[config.mk]
export PLATFORM = sky130hd
export DESIGN_NAME = m_pcpi_frontend_flat
export DESIGN_NICKNAME = d
export VERILOG_FILES = /design/src/rtl/m_pcpi_frontend_pkg.sv /design/src/rtl/m_pcpi_frontend_if.sv /design/src/rtl/m_pcpi_frontend_decode.sv /design/src/rtl/m_pcpi_frontend.sv /design/src/flat_wrapper.sv
export SDC_FILE = /design/constraint.sdc
export NUM_CORES = 1
export LEC_CHECK = 0
export CAP_MARGIN = 20
export CORE_UTILIZATION = 30
export CTS_CLUSTER_DIAMETER = 200
export DETAILED_ROUTE_END_ITERATION = 10
export GPL_ROUTABILITY_DRIVEN = 0
export MAX_ROUTING_LAYER = met4
export RECOVER_POWER = 50
export SLEW_MARGIN = 20
export SYNTH_ARGS = -nofsm -noshare
export SYNTH_HDL_FRONTEND = slang
export SYNTH_SLANG_ARGS = --single-unit
[constraint.sdc]
create_clock -name clk -period 5.1 [get_ports clk]
set_input_delay 1.275 -clock clk [delete_from_list [all_inputs] [get_ports clk]]
set_output_delay 1.275 -clock clk [all_outputs]
set_load 0.05 [all_outputs]
[src/rtl/m_pcpi_frontend_pkg.sv]
// Shared types and constants for the PCPI M-extension frontend.
package m_pkg;

    localparam logic [6:0] OPCODE_OP     = 7'b0110011;
    localparam logic [6:0] FUNCT7_MULDIV = 7'b0000001;

    typedef enum logic [2:0] {
        IDLE  = 3'd0,
        ISSUE = 3'd1,
        WAIT  = 3'd2,
        RESP  = 3'd3,
        DRAIN = 3'd4
    } state_e;

    typedef enum logic [2:0] {
        MUL    = 3'd0,
        MULH   = 3'd1,
        MULHSU = 3'd2,
        MULHU  = 3'd3,
        DIV    = 3'd4,
        DIVU   = 3'd5,
        REM    = 3'd6,
        REMU   = 3'd7
    } m_op_e;

endpackage

[src/rtl/m_pcpi_frontend_if.sv]
// Bus bundles: CPU-side PCPI port and the request/response port to the M unit.
interface pcpi_if;
    logic        pcpi_valid;
    logic [31:0] pcpi_insn;
    logic [31:0] pcpi_rs1;
    logic [31:0] pcpi_rs2;
    logic        pcpi_wr;
    logic [31:0] pcpi_rd;
    logic        pcpi_wait;
    logic        pcpi_ready;

    // CPU side
    modport master (
        output pcpi_valid, pcpi_insn, pcpi_rs1, pcpi_rs2,
        input  pcpi_wr, pcpi_rd, pcpi_wait, pcpi_ready
    );
    // Co-processor side
    modport slave (
        input  pcpi_valid, pcpi_insn, pcpi_rs1, pcpi_rs2,
        output pcpi_wr, pcpi_rd, pcpi_wait, pcpi_ready
    );
endinterface

interface m_if;
    logic        m_valid;
    logic [31:0] m_instruction;
    logic [31:0] m_rs1;
    logic [31:0] m_rs2;
    logic        m_wr;
    logic [31:0] m_rd;
    logic        m_busy;
    logic        m_ready;

    // Frontend side
    modport master (
        output m_valid, m_instruction, m_rs1, m_rs2,
        input  m_wr, m_rd, m_busy, m_ready
    );
    // M unit side
    modport slave (
        input  m_valid, m_instruction, m_rs1, m_rs2,
        output m_wr, m_rd, m_busy, m_ready
    );
endinterface

[src/rtl/m_pcpi_frontend_decode.sv]
// Combinational decode of RV32M instructions: flags MUL/DIV/REM and extracts funct3.
module m_insn_decode
    import m_pkg::*;
(
    input  logic [31:0] i_insn,
    output logic        o_is_m,
    output m_op_e       o_funct3
);
    // Register and rd fields are irrelevant to classification.
    logic w_unused_fields;

    assign o_is_m          = (i_insn[6:0] == OPCODE_OP) && (i_insn[31:25] == FUNCT7_MULDIV);
    assign o_funct3        = m_op_e'(i_insn[14:12]);
    assign w_unused_fields = ^{i_insn[24:15], i_insn[11:7]};

endmodule

[src/rtl/m_pcpi_frontend.sv]
// PCPI frontend: accepts M instructions from the CPU, issues them to the M unit,
// returns the result, and handles abort, timeout and drain of abandoned requests.
module m_pcpi_frontend
    import m_pkg::*;
#(
    parameter int TIMEOUT_CYCLES = 64
) (
    input  logic        clk,
    input  logic        resetn,
    pcpi_if.slave       pcpi,
    m_if.master         m,
    output logic        err_timeout,
    output logic [31:0] done_count
);
    localparam int            TW       = $clog2(TIMEOUT_CYCLES + 1);
    localparam logic [TW-1:0] TMO_LAST = TW'(TIMEOUT_CYCLES - 1);

    state_e        r_state;
    state_e        w_next;
    logic          r_rearm;
    logic [31:0]   r_req_insn;
    logic [31:0]   r_req_rs1;
    logic [31:0]   r_req_rs2;
    logic [31:0]   r_res_rd;
    logic          r_res_wr;
    logic [31:0]   r_done_cnt;
    logic [TW-1:0] r_tmo_cnt;
    logic          r_err;

    logic          w_is_m;
    m_op_e         w_funct3;
    logic          w_unused_funct3;
    logic          w_accept;
    logic          w_active;
    logic          w_wait;
    logic          w_m_valid;
    logic          w_capture;
    logic          w_tmo_hit;

    m_insn_decode u_dec (
        .i_insn   (pcpi.pcpi_insn),
        .o_is_m   (w_is_m),
        .o_funct3 (w_funct3)
    );

    // The op selector is consumed by the M unit from m_instruction, not here.
    assign w_unused_funct3 = ^w_funct3;

    // resetn gates acceptance so pcpi_wait stays low while reset is held.
    assign w_accept = resetn && pcpi.pcpi_valid && w_is_m && r_rearm;
    assign w_active = (r_state == ISSUE) || (r_state == WAIT);

    // Next-state and per-state strobes; abort beats a coincident m_ready, which beats timeout.
    always_comb begin
        w_next    = r_state;
        w_wait    = 1'b0;
        w_m_valid = 1'b0;
        w_capture = 1'b0;
        w_tmo_hit = 1'b0;
        case (r_state)
            IDLE: begin
                if (w_accept) begin
                    w_next = ISSUE;
                    w_wait = 1'b1;
                end
            end
            ISSUE, WAIT: begin
                w_wait    = 1'b1;
                w_m_valid = (r_state == ISSUE);
                if (!pcpi.pcpi_valid) begin
                    w_next = m.m_ready ? IDLE : DRAIN;
                end else if (m.m_ready) begin
                    w_next    = RESP;
                    w_capture = 1'b1;
                end else if (r_tmo_cnt >= TMO_LAST) begin
                    w_next    = DRAIN;
                    w_tmo_hit = 1'b1;
                end else begin
                    w_next = WAIT;
                end
            end
            RESP:    w_next = IDLE;
            DRAIN:   if (m.m_ready || !m.m_busy) w_next = IDLE;
            default: w_next = IDLE;
        endcase
    end

    // State register.
    always_ff @(posedge clk or negedge resetn) begin
        if (!resetn) r_state <= IDLE;
        else         r_state <= w_next;
    end

    // Rearm: a lingering pcpi_valid after ready must not re-issue the same instruction.
    always_ff @(posedge clk or negedge resetn) begin
        if (!resetn)                                   r_rearm <= 1'b1;
        else if (r_state == RESP)                      r_rearm <= 1'b0;
        else if (r_state == IDLE && !pcpi.pcpi_valid)  r_rearm <= 1'b1;
    end

    // Request registers latch on acceptance and hold through the operation.
    always_ff @(posedge clk or negedge resetn) begin
        if (!resetn) begin
            r_req_insn <= '0;
            r_req_rs1  <= '0;
            r_req_rs2  <= '0;
        end else if (r_state == IDLE && w_accept) begin
            r_req_insn <= pcpi.pcpi_insn;
            r_req_rs1  <= pcpi.pcpi_rs1;
            r_req_rs2  <= pcpi.pcpi_rs2;
        end
    end

    // Result registers capture the M unit response on a non-aborted m_ready.
    always_ff @(posedge clk or negedge resetn) begin
        if (!resetn) begin
            r_res_rd <= '0;
            r_res_wr <= 1'b0;
        end else if (w_capture) begin
            r_res_rd <= m.m_rd;
            r_res_wr <= m.m_wr;
        end
    end

    // Completion counter, wraps naturally at 2^32.
    always_ff @(posedge clk or negedge resetn) begin
        if (!resetn)              r_done_cnt <= '0;
        else if (r_state == RESP) r_done_cnt <= r_done_cnt + 32'd1;
    end

    // Timeout counter: cleared on entry to ISSUE, counts ISSUE/WAIT cycles; reaches
    // TIMEOUT_CYCLES exactly when err_timeout pulses.
    always_ff @(posedge clk or negedge resetn) begin
        if (!resetn)                          r_tmo_cnt <= '0;
        else if (r_state == IDLE && w_accept) r_tmo_cnt <= '0;
        else if (w_active)                    r_tmo_cnt <= r_tmo_cnt + TW'(1);
    end

    // Timeout pulse lands in the first DRAIN cycle, where pcpi_wait is already low.
    always_ff @(posedge clk or negedge resetn) begin
        if (!resetn) r_err <= 1'b0;
        else         r_err <= w_tmo_hit;
    end

    assign pcpi.pcpi_wait    = w_wait;
    assign pcpi.pcpi_ready   = (r_state == RESP);
    assign pcpi.pcpi_rd      = (r_state == RESP) ? r_res_rd : 32'd0;
    assign pcpi.pcpi_wr      = (r_state == RESP) && r_res_wr;
    assign m.m_valid         = w_m_valid;
    assign m.m_instruction   = (r_state != IDLE) ? r_req_insn : 32'd0;
    assign m.m_rs1           = (r_state != IDLE) ? r_req_rs1  : 32'd0;
    assign m.m_rs2           = (r_state != IDLE) ? r_req_rs2  : 32'd0;
    assign err_timeout       = r_err;
    assign done_count        = r_done_cnt;

endmodule

[src/flat_wrapper.sv]
// flat-port wrapper written by rule: the top's interface ports become plain ports
module m_pcpi_frontend_flat import m_pkg::*;
#(
    parameter int TIMEOUT_CYCLES = 64
)
  (clk, resetn, err_timeout, done_count, pcpi_pcpi_valid, pcpi_pcpi_insn, pcpi_pcpi_rs1, pcpi_pcpi_rs2, pcpi_pcpi_wr, pcpi_pcpi_rd, pcpi_pcpi_wait, pcpi_pcpi_ready, m_m_valid, m_m_instruction, m_m_rs1, m_m_rs2, m_m_wr, m_m_rd, m_m_busy, m_m_ready);
  pcpi_if pcpi_i ();
  m_if m_i ();
  input  logic clk;
  input  logic resetn;
  output logic err_timeout;
  output logic [31:0] done_count;
  input wire logic [$bits(pcpi_i.pcpi_valid)-1:0] pcpi_pcpi_valid;
  input wire logic [$bits(pcpi_i.pcpi_insn)-1:0] pcpi_pcpi_insn;
  input wire logic [$bits(pcpi_i.pcpi_rs1)-1:0] pcpi_pcpi_rs1;
  input wire logic [$bits(pcpi_i.pcpi_rs2)-1:0] pcpi_pcpi_rs2;
  output wire logic [$bits(pcpi_i.pcpi_wr)-1:0] pcpi_pcpi_wr;
  output wire logic [$bits(pcpi_i.pcpi_rd)-1:0] pcpi_pcpi_rd;
  output wire logic [$bits(pcpi_i.pcpi_wait)-1:0] pcpi_pcpi_wait;
  output wire logic [$bits(pcpi_i.pcpi_ready)-1:0] pcpi_pcpi_ready;
  output wire logic [$bits(m_i.m_valid)-1:0] m_m_valid;
  output wire logic [$bits(m_i.m_instruction)-1:0] m_m_instruction;
  output wire logic [$bits(m_i.m_rs1)-1:0] m_m_rs1;
  output wire logic [$bits(m_i.m_rs2)-1:0] m_m_rs2;
  input wire logic [$bits(m_i.m_wr)-1:0] m_m_wr;
  input wire logic [$bits(m_i.m_rd)-1:0] m_m_rd;
  input wire logic [$bits(m_i.m_busy)-1:0] m_m_busy;
  input wire logic [$bits(m_i.m_ready)-1:0] m_m_ready;
  assign pcpi_i.pcpi_valid = pcpi_pcpi_valid;
  assign pcpi_i.pcpi_insn = pcpi_pcpi_insn;
  assign pcpi_i.pcpi_rs1 = pcpi_pcpi_rs1;
  assign pcpi_i.pcpi_rs2 = pcpi_pcpi_rs2;
  assign pcpi_pcpi_wr = pcpi_i.pcpi_wr;
  assign pcpi_pcpi_rd = pcpi_i.pcpi_rd;
  assign pcpi_pcpi_wait = pcpi_i.pcpi_wait;
  assign pcpi_pcpi_ready = pcpi_i.pcpi_ready;
  assign m_m_valid = m_i.m_valid;
  assign m_m_instruction = m_i.m_instruction;
  assign m_m_rs1 = m_i.m_rs1;
  assign m_m_rs2 = m_i.m_rs2;
  assign m_i.m_wr = m_m_wr;
  assign m_i.m_rd = m_m_rd;
  assign m_i.m_busy = m_m_busy;
  assign m_i.m_ready = m_m_ready;
  m_pcpi_frontend #(.TIMEOUT_CYCLES(TIMEOUT_CYCLES)) u_core (.clk(clk), .resetn(resetn), .pcpi(pcpi_i), .m(m_i), .err_timeout(err_timeout), .done_count(done_count));
endmodule
==> metrics.txt <==
die area between 20000 and 30000 um2; Hold Crit Start u_core.r_req_insn[1]; DR WL/cell between 15 and 20 um; CTS tree done; Post-Place Worst Slack 875 ps; via count of the routed design between 5k and 6k; Layout area overhead 50.3%; reg2reg path depth 4; switching power about 630 uW; Int Power between 2 and 2.5 mW; Finished Core Util ~46%; achievable clock frequency about 230 MHz; nets@finish between 1k and 1.5k; Post-Syn Area per Cell roughly 13 um2; Post-synth ARST share between 90% and 100%; sum of negative setup slack 0 ps; Worst Hold End u_core.r_req_insn[1]; warning count from the yosys run 0; Synth Area in Compound Gates less than 1%; worst endpoint data arrival time 3080 ps; Final Cycle Share a little under nine tenths; Resize count post-CTS 0; kind of critical path in2out; DRT antenna net count 0; fin cells 1245; global-route usage over all layers 15.6%; setup ws final 740 ps; Rows between 50 and 60; sw frac between 20% and 30%; number of post-CTS setup repair buffers 0; vias per cell between 4 and 5; combinational family with the most area after synthesis simple AND/OR/NAND/NOR gates; reg2reg start u_core.r_state[1]; xor/xnor cell area share of the yosys netlist 4.35%; clock network power share approximately 45%; Worst-Margin Slew between 1500 and 2000 ps; VDD IR max roughly 0.19 mV; leakage power between 5 and 6 nW; FF-to-FF End u_core.r_res_rd[25]; worst skew pair latency 420 ps; Slew HR -11.8%; flops & latches, synth 173; Initial DRC Count 270; Comb power frac under 10%; Reg2Reg Setup Slack 1900 ps; sequential cell area fraction in the yosys report a little under three fifths; WP data required approximately 3800 ps; cell area after synthesis 7650 um2; Hold Fails Final Rpt 0; Max FO, Critical Path 2; Placed Cells incl. Taps around 1.2k; Clk pin slew, worst setup/hold paths ~60 ps; Yosys top cell area share a little under three fifths; initial antenna violation count 0; max-slew violation count around 170; Synth area leaders dfrtp_1 56%, mux2_2 13%, nor2b_1 8.6%; failing checks max-capacitance violations, max-slew violations; I/O pin total approximately 300; largest net degree at the start of global routing 105; Synth Area in Adders 0.327%; Antenna Cells 0; mux share of post-synthesis cell area between 15 and 20%; endpoints failing setup 0; simple-gate share of the synthesized area a little under a fifth; Hold Path Class reg2reg; synth unique cells 39; Residual DRC 0; PortBufs a little under 300; total grt overflow 0; CP endpoint kind output port; Routed WL slightly below 20 mm; cell at the root of the clock tree clkbuf_16; Synth Flop Type dfrtp_1; layout cells sized above 1 14.5%; vias in the first global route ~5.6k; Yosys top cell by area dfrtp_1; RSZ-0062 raised after global routing no; clk_skew 10.9 ps; pwr dens 238 nW/um2; Hold Crit Depth 1; Hold-fix buffers, CTS 0; Period minus WS final about 4400 ps; Flop pwr share about 50%; CTS Buf Count 17; area of the core 25100 um2; DR pass1 iterations 4; initial core utilization a little under a third; DIE HEIGHT 162 um; EDFF count, synth 0; crit start category primary input; status complete, but fails checks; Die Wd ~160 um; CTS Sinks between 150 and 200; Filler Cell Count ~2.4k; global-route wire length before repair 31.0 mm; syn nets approximately 750; CTS max path bufs 2; Max H-tree Level 4; Cells after Synth 609; MaxCap Viol Count 4; HPWL Detailed about 13 mm
per-layer routing:
| layer | wire length (um) | global-route usage [%] | vias up |
|---|---|---|---|
| li1 | - | - | 2625 |
| met1 | 8660 | 19.6 | 2720 |
| met2 | 9430 | 25.1 | 158 |
| met3 | 1100 | 4.03 | 10 |
| met4 | 142 | 3.73 | 0 |
| met5 | 0 | - | - |
Yosys cell counts (all sizes together) (9+ instances only):
master / n
and2: 35
buf: 15
clkbuf: 15
dfrtp: 172
mux2: 115
nand2: 18
nand3: 15
nand4: 9
nor2: 15
nor2b: 105
nor3: 10
xnor2: 26
xor2: 12
stage by stage:
step | hold slack, ps | cell area (um2) | power (mW)
floorplan | 431 | 7650 | 1.40
global placement | 443 | 11000 | 1.54
detailed placement | 444 | 11000 | 1.54
CTS | 460 | 11500 | 2.80
global route | 488 | 11500 | 2.86
finish | 459 | 11500 | 2.74
state kept, by name (all words and copies together), names as in the netlist:
name,count
u_core.done_count,32
u_core.r_res_rd,32
u_core.err_timeout,1
u_core.r_req_rs1,32
u_core.r_tmo_cnt,7
u_core.r_req_rs2,32
u_core.r_rearm,1
u_core.r_req_insn,32
u_core.r_state,3
u_core.r_res_wr,1
worst max-delay path, cell delays in order:
cell,delay (ps)
clkdlybuf4s50_1,400
nor2_1,230
nand3_1,200
nor4_1,590
or2_2,240
buf_12,140
cell families (layout without fill, tap and decap cells):
kind of cell / after synthesis / in the layout
compound gates: 7 / 7
xor+xnor: 38 / 38
fa+ha+maj: 2 / 2
buf+inv: 34 / 340
flops: 173 / 173
mux: 115 / 115
simple gates: 240 / 240
cells in the final DEF, fill, tap and decap left out, types with 17 or more instances in the layout:
cell,synthesis,routed
clkbuf_16,0,17
nand2_1,18,18
mux2_1,27,27
nor2b_1,105,105
mux2_2,88,88
dfrtp_1,172,172
and2_1,35,35
xnor2_1,26,26
clkdlybuf4s50_1,0,284
power groups by stage:
stage | Sequential (mW) | Clock (mW) | Combinational (mW)
6_report | 1.37 | 1.23 | 0.133
2_1_floorplan | 1.40 | 0 | 0.00374
5_1_grt | 1.37 | 1.34 | 0.147
3_3_place_gp | 1.40 | 0 | 0.137
3_5_place_dp | 1.40 | 0 | 0.138
4_1_cts | 1.37 | 1.29 | 0.139
final cells by class:
class | count | area (um2) | area share [%]
sequential | 173 | 4330 | 37.7
multi-input combinational | 402 | 3130 | 27.2
timing repair buffer | 304 | 3060 | 26.6
clock buffer | 20 | 447 | 3.88
tap | 330 | 413 | 3.59
clock inverter | 12 | 105 | 0.914
inverter | 4 | 15.0 | 0.131
worst max-delay path by stage:
stage                             startpoint        endpoint  slack [ps]  cells past startpoint
after floorplan           pcpi_pcpi_insn[28]  pcpi_pcpi_wait        1040                      5
after global placement    pcpi_pcpi_insn[29]  pcpi_pcpi_wait         860                      6
after detailed placement  pcpi_pcpi_insn[29]  pcpi_pcpi_wait         870                      6
after CTS                 pcpi_pcpi_insn[29]  pcpi_pcpi_wait         860                      6
after global routing      pcpi_pcpi_insn[31]  pcpi_pcpi_wait         650                      6
final                     pcpi_pcpi_insn[29]  pcpi_pcpi_wait         740                      6
Note: power is estimated with default switching activity, not from simulation.
